===== config.mk =====
export PLATFORM = sky130hd
export DESIGN_NAME = reg_cmd_sequencer
export DESIGN_NICKNAME = d
export VERILOG_FILES = /design/src/rtl/reg_cmd_sequencer.sv
export SDC_FILE = /design/constraint.sdc
export NUM_CORES = 1
export LEC_CHECK = 0
export ABC_AREA = 1
export BUFFER_PORTS_ARGS = -buffer_cell sky130_fd_sc_hd__buf_2
export CELL_PAD_IN_SITES_DETAIL_PLACEMENT = 1
export CELL_PAD_IN_SITES_GLOBAL_PLACEMENT = 1
export CORE_MARGIN = 2
export CORE_UTILIZATION = 41
export CTS_CLUSTER_DIAMETER = 60
export DETAILED_ROUTE_END_ITERATION = 8
export PLACE_DENSITY_LB_ADDON = 0.05
export SLEW_MARGIN = 20
export SYNTH_ARGS = -nofsm -noshare
export SYNTH_HDL_FRONTEND = slang
export SYNTH_SLANG_ARGS = --single-unit

===== constraint.sdc =====
create_clock -name clk_i -period 4.45 [get_ports clk_i]
set_input_delay 0.2225 -clock clk_i [delete_from_list [all_inputs] [get_ports clk_i]]
set_output_delay 0.2225 -clock clk_i [all_outputs]
set_load 0.01 [all_outputs]

===== src/rtl/reg_cmd_sequencer.sv =====
// reg_cmd_sequencer: command-driven initiator for a multi-function register.
// Accepts one command per valid/ready handshake and expands it into a train of
// single-cycle strobes (load/inc/dec/shl/shr). It keeps a shadow copy of the
// value the register will hold, so upstream logic can read it without feedback.
//
// Ports:
//   clk_i, reset_i            clock, synchronous active-high reset
//   cmd_valid_i / cmd_ready_o handshake; cmd_op_i, cmd_data_i, cmd_count_i payload
//   reg_in_o, reg_en_o, reg_inc_o, reg_dec_o, reg_shl_o, reg_shr_o  register controls
//   shadow_o                  predicted register value
//   busy_o, done_o, err_o     status; done/err are one-cycle pulses
module reg_cmd_sequencer #(
  parameter int unsigned WIDTH = 4,
  parameter int unsigned CNT_W = 4
) (
  input  logic             clk_i,
  input  logic             reset_i,
  input  logic             cmd_valid_i,
  output logic             cmd_ready_o,
  input  logic [2:0]       cmd_op_i,
  input  logic [WIDTH-1:0] cmd_data_i,
  input  logic [CNT_W-1:0] cmd_count_i,
  output logic [WIDTH-1:0] reg_in_o,
  output logic             reg_en_o,
  output logic             reg_inc_o,
  output logic             reg_dec_o,
  output logic             reg_shl_o,
  output logic             reg_shr_o,
  output logic [WIDTH-1:0] shadow_o,
  output logic             busy_o,
  output logic             done_o,
  output logic             err_o
);

  typedef enum logic [1:0] {StIdle, StIssue, StDone} state_e;

  localparam logic [2:0] OpNop  = 3'd0;
  localparam logic [2:0] OpLoad = 3'd1;
  localparam logic [2:0] OpInc  = 3'd2;
  localparam logic [2:0] OpDec  = 3'd3;
  localparam logic [2:0] OpShl  = 3'd4;
  localparam logic [2:0] OpShr  = 3'd5;

  // Strobe vector order: {shr, shl, dec, inc, en}.
  function automatic logic [4:0] op_strobe(input logic [2:0] op);
    logic [4:0] s;
    s = 5'b00000;
    case (op)
      OpLoad:  s = 5'b00001;
      OpInc:   s = 5'b00010;
      OpDec:   s = 5'b00100;
      OpShl:   s = 5'b01000;
      OpShr:   s = 5'b10000;
      default: s = 5'b00000;
    endcase
    return s;
  endfunction

  state_e           state_q, state_d;
  logic [2:0]       op_q, op_d;
  logic [WIDTH-1:0] data_q, data_d;
  logic [CNT_W-1:0] rem_q, rem_d;
  logic [WIDTH-1:0] shadow_q, shadow_d;
  logic [4:0]       strb_q, strb_d;
  logic [WIDTH-1:0] reg_in_q, reg_in_d;
  logic             ready_q, ready_d;
  logic             busy_q, busy_d;
  logic             done_q, done_d;
  logic             err_q, err_d;

  logic             cmd_illegal;
  logic             cmd_no_strobe;

  assign cmd_illegal   = (cmd_op_i > OpShr);
  assign cmd_no_strobe = (cmd_op_i == OpNop) || cmd_illegal || (cmd_count_i == '0);

  always_comb begin
    state_d  = state_q;
    op_d     = op_q;
    data_d   = data_q;
    rem_d    = rem_q;
    shadow_d = shadow_q;
    strb_d   = 5'b00000;
    reg_in_d = '0;
    ready_d  = 1'b0;
    busy_d   = 1'b0;
    done_d   = 1'b0;
    err_d    = 1'b0;

    case (state_q)
      StIdle: begin
        if (cmd_valid_i && ready_q) begin
          op_d   = cmd_op_i;
          data_d = cmd_data_i;
          rem_d  = cmd_count_i;
          busy_d = 1'b1;
          if (cmd_no_strobe) begin
            state_d = StDone;
            done_d  = 1'b1;
            err_d   = cmd_illegal;
          end else begin
            state_d  = StIssue;
            strb_d   = op_strobe(cmd_op_i);
            reg_in_d = (cmd_op_i == OpLoad) ? cmd_data_i : '0;
          end
        end else begin
          ready_d = 1'b1;
        end
      end

      StIssue: begin
        // The strobe currently on the outputs takes effect at this edge.
        case (op_q)
          OpLoad:  shadow_d = data_q;
          OpInc:   shadow_d = shadow_q + 1'b1;
          OpDec:   shadow_d = shadow_q - 1'b1;
          OpShl:   shadow_d = {shadow_q[WIDTH-2:0], 1'b0};
          OpShr:   shadow_d = {1'b0, shadow_q[WIDTH-1:1]};
          default: shadow_d = shadow_q;
        endcase
        rem_d  = rem_q - 1'b1;
        busy_d = 1'b1;
        if (rem_q == CNT_W'(1)) begin
          state_d = StDone;
          done_d  = 1'b1;
        end else begin
          strb_d   = op_strobe(op_q);
          reg_in_d = (op_q == OpLoad) ? data_q : '0;
        end
      end

      StDone: begin
        state_d = StIdle;
        ready_d = 1'b1;
      end

      default: begin
        state_d = StIdle;
        ready_d = 1'b1;
      end
    endcase
  end

  always_ff @(posedge clk_i) begin
    if (reset_i) begin
      state_q  <= StIdle;
      op_q     <= OpNop;
      data_q   <= '0;
      rem_q    <= '0;
      shadow_q <= '0;
      strb_q   <= 5'b00000;
      reg_in_q <= '0;
      ready_q  <= 1'b1;
      busy_q   <= 1'b0;
      done_q   <= 1'b0;
      err_q    <= 1'b0;
    end else begin
      state_q  <= state_d;
      op_q     <= op_d;
      data_q   <= data_d;
      rem_q    <= rem_d;
      shadow_q <= shadow_d;
      strb_q   <= strb_d;
      reg_in_q <= reg_in_d;
      ready_q  <= ready_d;
      busy_q   <= busy_d;
      done_q   <= done_d;
      err_q    <= err_d;
    end
  end

  assign cmd_ready_o = ready_q;
  assign reg_in_o    = reg_in_q;
  assign reg_en_o    = strb_q[0];
  assign reg_inc_o   = strb_q[1];
  assign reg_dec_o   = strb_q[2];
  assign reg_shl_o   = strb_q[3];
  assign reg_shr_o   = strb_q[4];
  assign shadow_o    = shadow_q;
  assign busy_o      = busy_q;
  assign done_o      = done_q;
  assign err_o       = err_q;

endmodule

==> results of run 1 <==
[where the power goes]
group          total, mW  internal, mW  leakage (nW)  switching, mW
sequential         0.311         0.291         0.245         0.0198
clock              0.233         0.125        0.0482          0.108
combinational      0.166        0.0540         0.581          0.112
[worst paths after layout]
path,from,endpoint,depth (start not counted)
worst min-delay path,cmd_data_i[1],data_q[1],3
worst max-delay path,op_q[1],shadow_o[3],12
worst min register to register,rem_q[1],rem_q[1],2
worst max register to register,op_q[1],shadow_o[3],12
[cell type report]
type	count	area [um2]	share of cell area, %
clock buffers	7	86.3	4.69
clock inverters	1	5.00	0.272
inverters	39	146	7.95
multi-input cells	148	792	43.0
flip-flops and latches	30	601	32.6
well taps	48	60.1	3.26
repair buffers	30	150	8.16
[kinds of logic (layout without fill, tap and decap cells)]
| kind of cell | Yosys count | in the layout | synth area share, % |
|---|---|---|---|
| fa+ha+maj | 6 | 6 | 4.83 |
| simple gates | 91 | 91 | 26.5 |
| xor+xnor | 1 | 1 | 0.563 |
| flops | 30 | 30 | 38.6 |
| compound gates | 50 | 50 | 19.1 |
| buf+inv | 43 | 77 | 10.5 |
[synth_stat cells (2+ instances only)]
master    number
inv_1         30
ha_1           6
dfxtp_1       30
inv_2          9
nor2_1        21
nor2_2         4
o21ai_0       14
a211oi_1       3
nor2_4         2
a21oi_1       24
nand2_1       38
clkbuf_1       2
a21oi_2        2
nand3_1       21
[layer usage]
metal / global-route usage (%) / part of all wire (%)
met5: 0 / 0
met4: 8.33 / 1.4
met3: 4.11 / 3.2
met2: 34.1 / 45
met1: 29.3 / 50
[flip-flops by register name, indices dropped and copies added (netlist names)]
name and count:
busy_o 1, cmd_ready_o 1, data_q 4, done_o 1, err_o 1, op_q 3, reg_in_o 4, rem_q 4
shadow_o 4, state_q 2, strb_q 5
[worst max-delay path: stages (launching register included)]
cell	delay, ns
dfxtp_1	0.51
nand2_1	0.11
nor2_2	0.14
ha_1	0.26
inv_1	0.09
nor2_1	0.05
nor2_1	0.12
nand2_1	0.06
nand2_1	0.06
nand3_1	0.07
nand2_1	0.08
nand2_1	0.06
a21oi_2	0.10
==> flow_metrics.tcl, run 1 <==
set metrics [dict create \
    place.detailed.hpwl_mm 3.27 \
    ys_ff_latch 30 \
    cts.clk_slew.worst_paths_ns 0.07 \
    core_region_area_mm2 0.00366 \
    startpoint_type "flip-flop" \
    required_ns 4.68 \
    status "finished clean" \
    async_reset_ff_share_pct 0 \
    period_share_pct 39.8 \
    cts_root_buf "clkbuf_8" \
    synth_edf_count 0 \
    power.leakage_nw 0.874 \
    p_per_area_mw_per_mm2 385 \
    rows 22 \
    clk_path_buf_depth 2 \
    max_slew_margin_pct 70.7 \
    area_growth_pct 18.3 \
    synth.area.top_cells "dfxtp_1, nand2_1, a21oi_1, inv_1, nand3_1" \
    postLayoutCellArea_mm2 0.00184 \
    cts_sinks 30 \
    drv_slew 0 \
    final_common_cell "nand2_1" \
    syn_area_mm2 0.00156 \
    dp.cells 295 \
    synth_nets 241 \
    drt_iter0_markers 112 \
    setup_violations 0 \
    layout.nets 274 \
    drtPass1Iterations 4 \
    hold_slack_ns 0.198 \
    ys_warn_count 0 \
    min_period_ns 1.77 \
    drc 0 \
    post_cts_buffers 0 \
    place.gp.congestion 0.814 \
    setup_slack_ns 2.68 \
    numCtsBuffers 5 \
    crit_path_end_kind "flip-flop" \
    stdcell_count 303 \
    cp_data_arrival_time_ns 2.00 \
    fmax_ghz 0.564 \
    postCtsResizedCells 0 \
    grt_max_degree 16 \
    cts_tree "yes" \
    clk_latency_ns 0.29 \
    fillCellCount 510 \
    hp-class "in2reg" \
    crit_fanout 8 \
    via_count 1537 \
    fin_total_pwr_mw 0.710 \
    dieArea_mm2 0.00430 \
    ctsHtreeMaxLevel 2 \
    antenna_cells 0 \
    synth_cell_types 29 \
    initial_core_util_pct 42.5 \
    final.setup.tns_ns 0 \
    finalHoldViolCount 0 \
    io_pins 31 \
    yosysSeqAreaShare_pct 38.6 \
    crit_type "reg2reg" \
    avgSynthCellArea_um2 7.04 \
    yosys.area.top_type "dfxtp_1" \
    final_cell_mix "nand2_1, inv_1, dfxtp_1, buf_2, a21oi_1" \
    grt_use_total_pct 21.7 \
    reg2reg_slack_ns 2.68 \
    maxCapViolations 0 \
    drtAntennaViolNets 0 \
    holdBufCountCts 0 \
    antenna_found_initial 0 \
    drive_gt1_share_pct 23.1 \
    wl_per_cell_um 14.0 \
    grt_pass1_wl_mm 7.08 \
    grt_remaining_overflow 0 \
    worst_pin_slew_ns 0.438 \
    vias_per_cell 5.07 \
    dpl-instance-area_mm2 0.00175 \
    synth_cells 221 \
    finClkSkew_ns 0.00755 \
    grt_pass1_vias 1540 \
    dp_slack_ns 2.65 \
    numPortBuffers 30 \
    die_y_um 65.6 \
    rsz0062_at_grt "false" \
    die_w_um 65.6 \
    synthFlopType "dfxtp_1" \
    ir_drop_uv 189 \
    wl_mm 4.24 \
    finish.utilization_pct 50.3 \
    synth_top_area_share_pct 38.6 \
]
(Power assumes the default switching activity.)
==> inputs of run 2 (changes only) <==
--- a/config.mk
+++ b/config.mk
@@ -10,7 +10,7 @@
 export CELL_PAD_IN_SITES_DETAIL_PLACEMENT = 1
 export CELL_PAD_IN_SITES_GLOBAL_PLACEMENT = 1
 export CORE_MARGIN = 2
-export CORE_UTILIZATION = 41
+export CORE_UTILIZATION = 34
 export CTS_CLUSTER_DIAMETER = 60
 export DETAILED_ROUTE_END_ITERATION = 8
 export PLACE_DENSITY_LB_ADDON = 0.05
==> constraint.sdc (replaced) <==
create_clock -name clk_i -period 1.6 [get_ports clk_i]
set_input_delay 0.08 -clock clk_i [delete_from_list [all_inputs] [get_ports clk_i]]
set_output_delay 0.08 -clock clk_i [all_outputs]
set_load 0.01 [all_outputs]
==> run 2 against run 1 <==
  * Worst setup slack worse by 2.6 ns
  * Count of clock-buffer cells in the layout unchanged
  * Clock power rose to 2.7 times the previous value
  * Final cell count up 5.3%
  * Die area up 19%
  * Flip-flop and latch count unchanged
  * Non-clock buffer count up 12
  * Register-to-register slack worse by 2.6 ns
  * Largest power group unchanged
  * Utilization down 4.9 points
  * Clock skew about the same
  * Wire length up 4.5%
  * Combinational power rose to 3.2 times the previous value
==> flow_metrics.tcl, run 2 (synthesis gave the netlist of run 1 again) <==
set metrics [dict create \
    vias_per_cell 4.80 \
    numCtsBuffers 5 \
    max_slew_margin_pct 75.4 \
    cts.clk_slew.worst_paths_ns 0.07 \
    drtAntennaViolNets 0 \
    hp-class "in2reg" \
    finalHoldViolCount 0 \
    final_cell_mix "nand2_1, buf_2, inv_1" \
    drive_gt1_share_pct 30.7 \
    antenna_found_initial 0 \
    power.leakage_nw 0.951 \
    holdBufCountCts 0 \
    clk_path_buf_depth 2 \
    worstPathBufferInverterCount 3 \
    wl_mm 4.44 \
    worst_pin_slew_ns 0.369 \
    ctsHtreeMaxLevel 2 \
    grt_pass1_vias 1594 \
    die_y_um 71.6 \
    drv_slew 0 \
    fmax_ghz 0.654 \
    period_share_pct 95.6 \
    io_pins 31 \
    reg2reg_slack_ns 0.07 \
    clk_latency_ns 0.28 \
    cts_tree "yes" \
    regMostFlops "strb_q" \
    grt_remaining_overflow 0 \
    area_growth_pct 28.0 \
    ir_drop_uv 698 \
    fillCellCount 564 \
    maxCapViolations 0 \
    cp_cell_sequence "nand2_4, nor2_4, ha_4, inv_2, buf_4, buf_4, nand3_2, nand2_1, o21ai_2, nand2_1, a21oi_2" \
    postLayoutCellArea_mm2 0.00199 \
    dieArea_mm2 0.00513 \
    dp.cells 310 \
    wl_per_cell_um 13.9 \
    numPortBuffers 30 \
    setup_slack_ns 0.0699 \
    dpl-instance-area_mm2 0.00184 \
    core_region_area_mm2 0.00438 \
    required_ns 1.82 \
    cts_root_buf "clkbuf_8" \
    cts_sinks 30 \
    crit_fanout 4 \
    die_w_um 71.6 \
    final_common_cell "nand2_1" \
    crit_family "flip-flops" \
    via_count 1532 \
    setup_violations 0 \
    rsz0062_at_grt "true" \
    p_per_area_mw_per_mm2 1020 \
    fin_total_pwr_mw 2.03 \
    place.gp.congestion 0.828 \
    grt_pass1_wl_mm 7.34 \
    drt_iter0_markers 83 \
    dp_slack_ns -0.00940 \
    place.detailed.hpwl_mm 3.42 \
    grt_use_total_pct 18.4 \
    grt_max_degree 16 \
    stdcell_count 319 \
    status "finished clean" \
    slowest_stage "dfxtp_4" \
    drtPass1Iterations 4 \
    min_period_ns 1.53 \
    largest_reg_flops 5 \
    antenna_cells 0 \
    crit_type "reg2reg" \
    critical_path.max_stage_delay_ns 0.37 \
    cp_data_arrival_time_ns 1.75 \
    initial_core_util_pct 35.5 \
    finClkSkew_ns 0.00737 \
    rows 24 \
    drc 0 \
    crit_path_end_kind "flip-flop" \
    startpoint_type "flip-flop" \
    layout.nets 286 \
]
## run 2: final timing paths
kind / startpoint / cells past startpoint / end
max: op_q[0] / 11 / shadow_o[2]
min reg2reg: rem_q[1] / 2 / rem_q[1]
min: cmd_data_i[2] / 3 / data_q[2]
max reg2reg: op_q[0] / 11 / shadow_o[2]
## run 2: final cells by class
type | count | area, um2 | share of cell area (%)
multi-input combinational | 148 | 832 | 41.8
sequential | 30 | 613 | 30.8
timing repair buffer | 42 | 240 | 12.1
inverter | 39 | 149 | 7.48
clock buffer | 7 | 86.3 | 4.34
tap | 52 | 65.1 | 3.27
clock inverter | 1 | 5.00 | 0.251
## run 2: stage by stage
step                      hold WS, ns  utilization, %  TNS [ns]
after floorplan                 0.149               -         0
after global placement          0.348            41.9         0
after detailed placement        0.351            41.9  -0.00940
after CTS                      0.0488            44.0         0
after global routing           0.0561            45.4   -0.0377
final                          0.0603            45.4         0
## run 2: worst min-delay path, stage by stage
cell and delay (ns):
buf_2 0.10, nand2_1 0.06, a21oi_1 0.05
## run 2: layer usage
metal  routed length, um  track usage, %  vias up
li1                    -               -      802
met1                2320            25.6      699
met2                1930            28.4       27
met3                 141            4.50        4
met4                  43            5.03        0
met5                   0               0        -
## run 2: what timing repair did
| action | 4_1_cts | 5_1_grt |
|---|---|---|
| setup buffers | 0 | 1 |
| gates cloned | 0 | 0 |
| pin swaps | 0 | 11 |
| setup endpoints to repair | 1 | 7 |
| resized for setup | 1 | 17 |
| endpoints found under the hold margin | 0 | 0 |
## run 2: where the power goes
part | internal (mW) | switching [mW] | leakage, nW | total (mW)
sequential | 0.813 | 0.0561 | 0.247 | 0.869
clock | 0.346 | 0.285 | 0.0482 | 0.631
combinational | 0.196 | 0.334 | 0.655 | 0.530
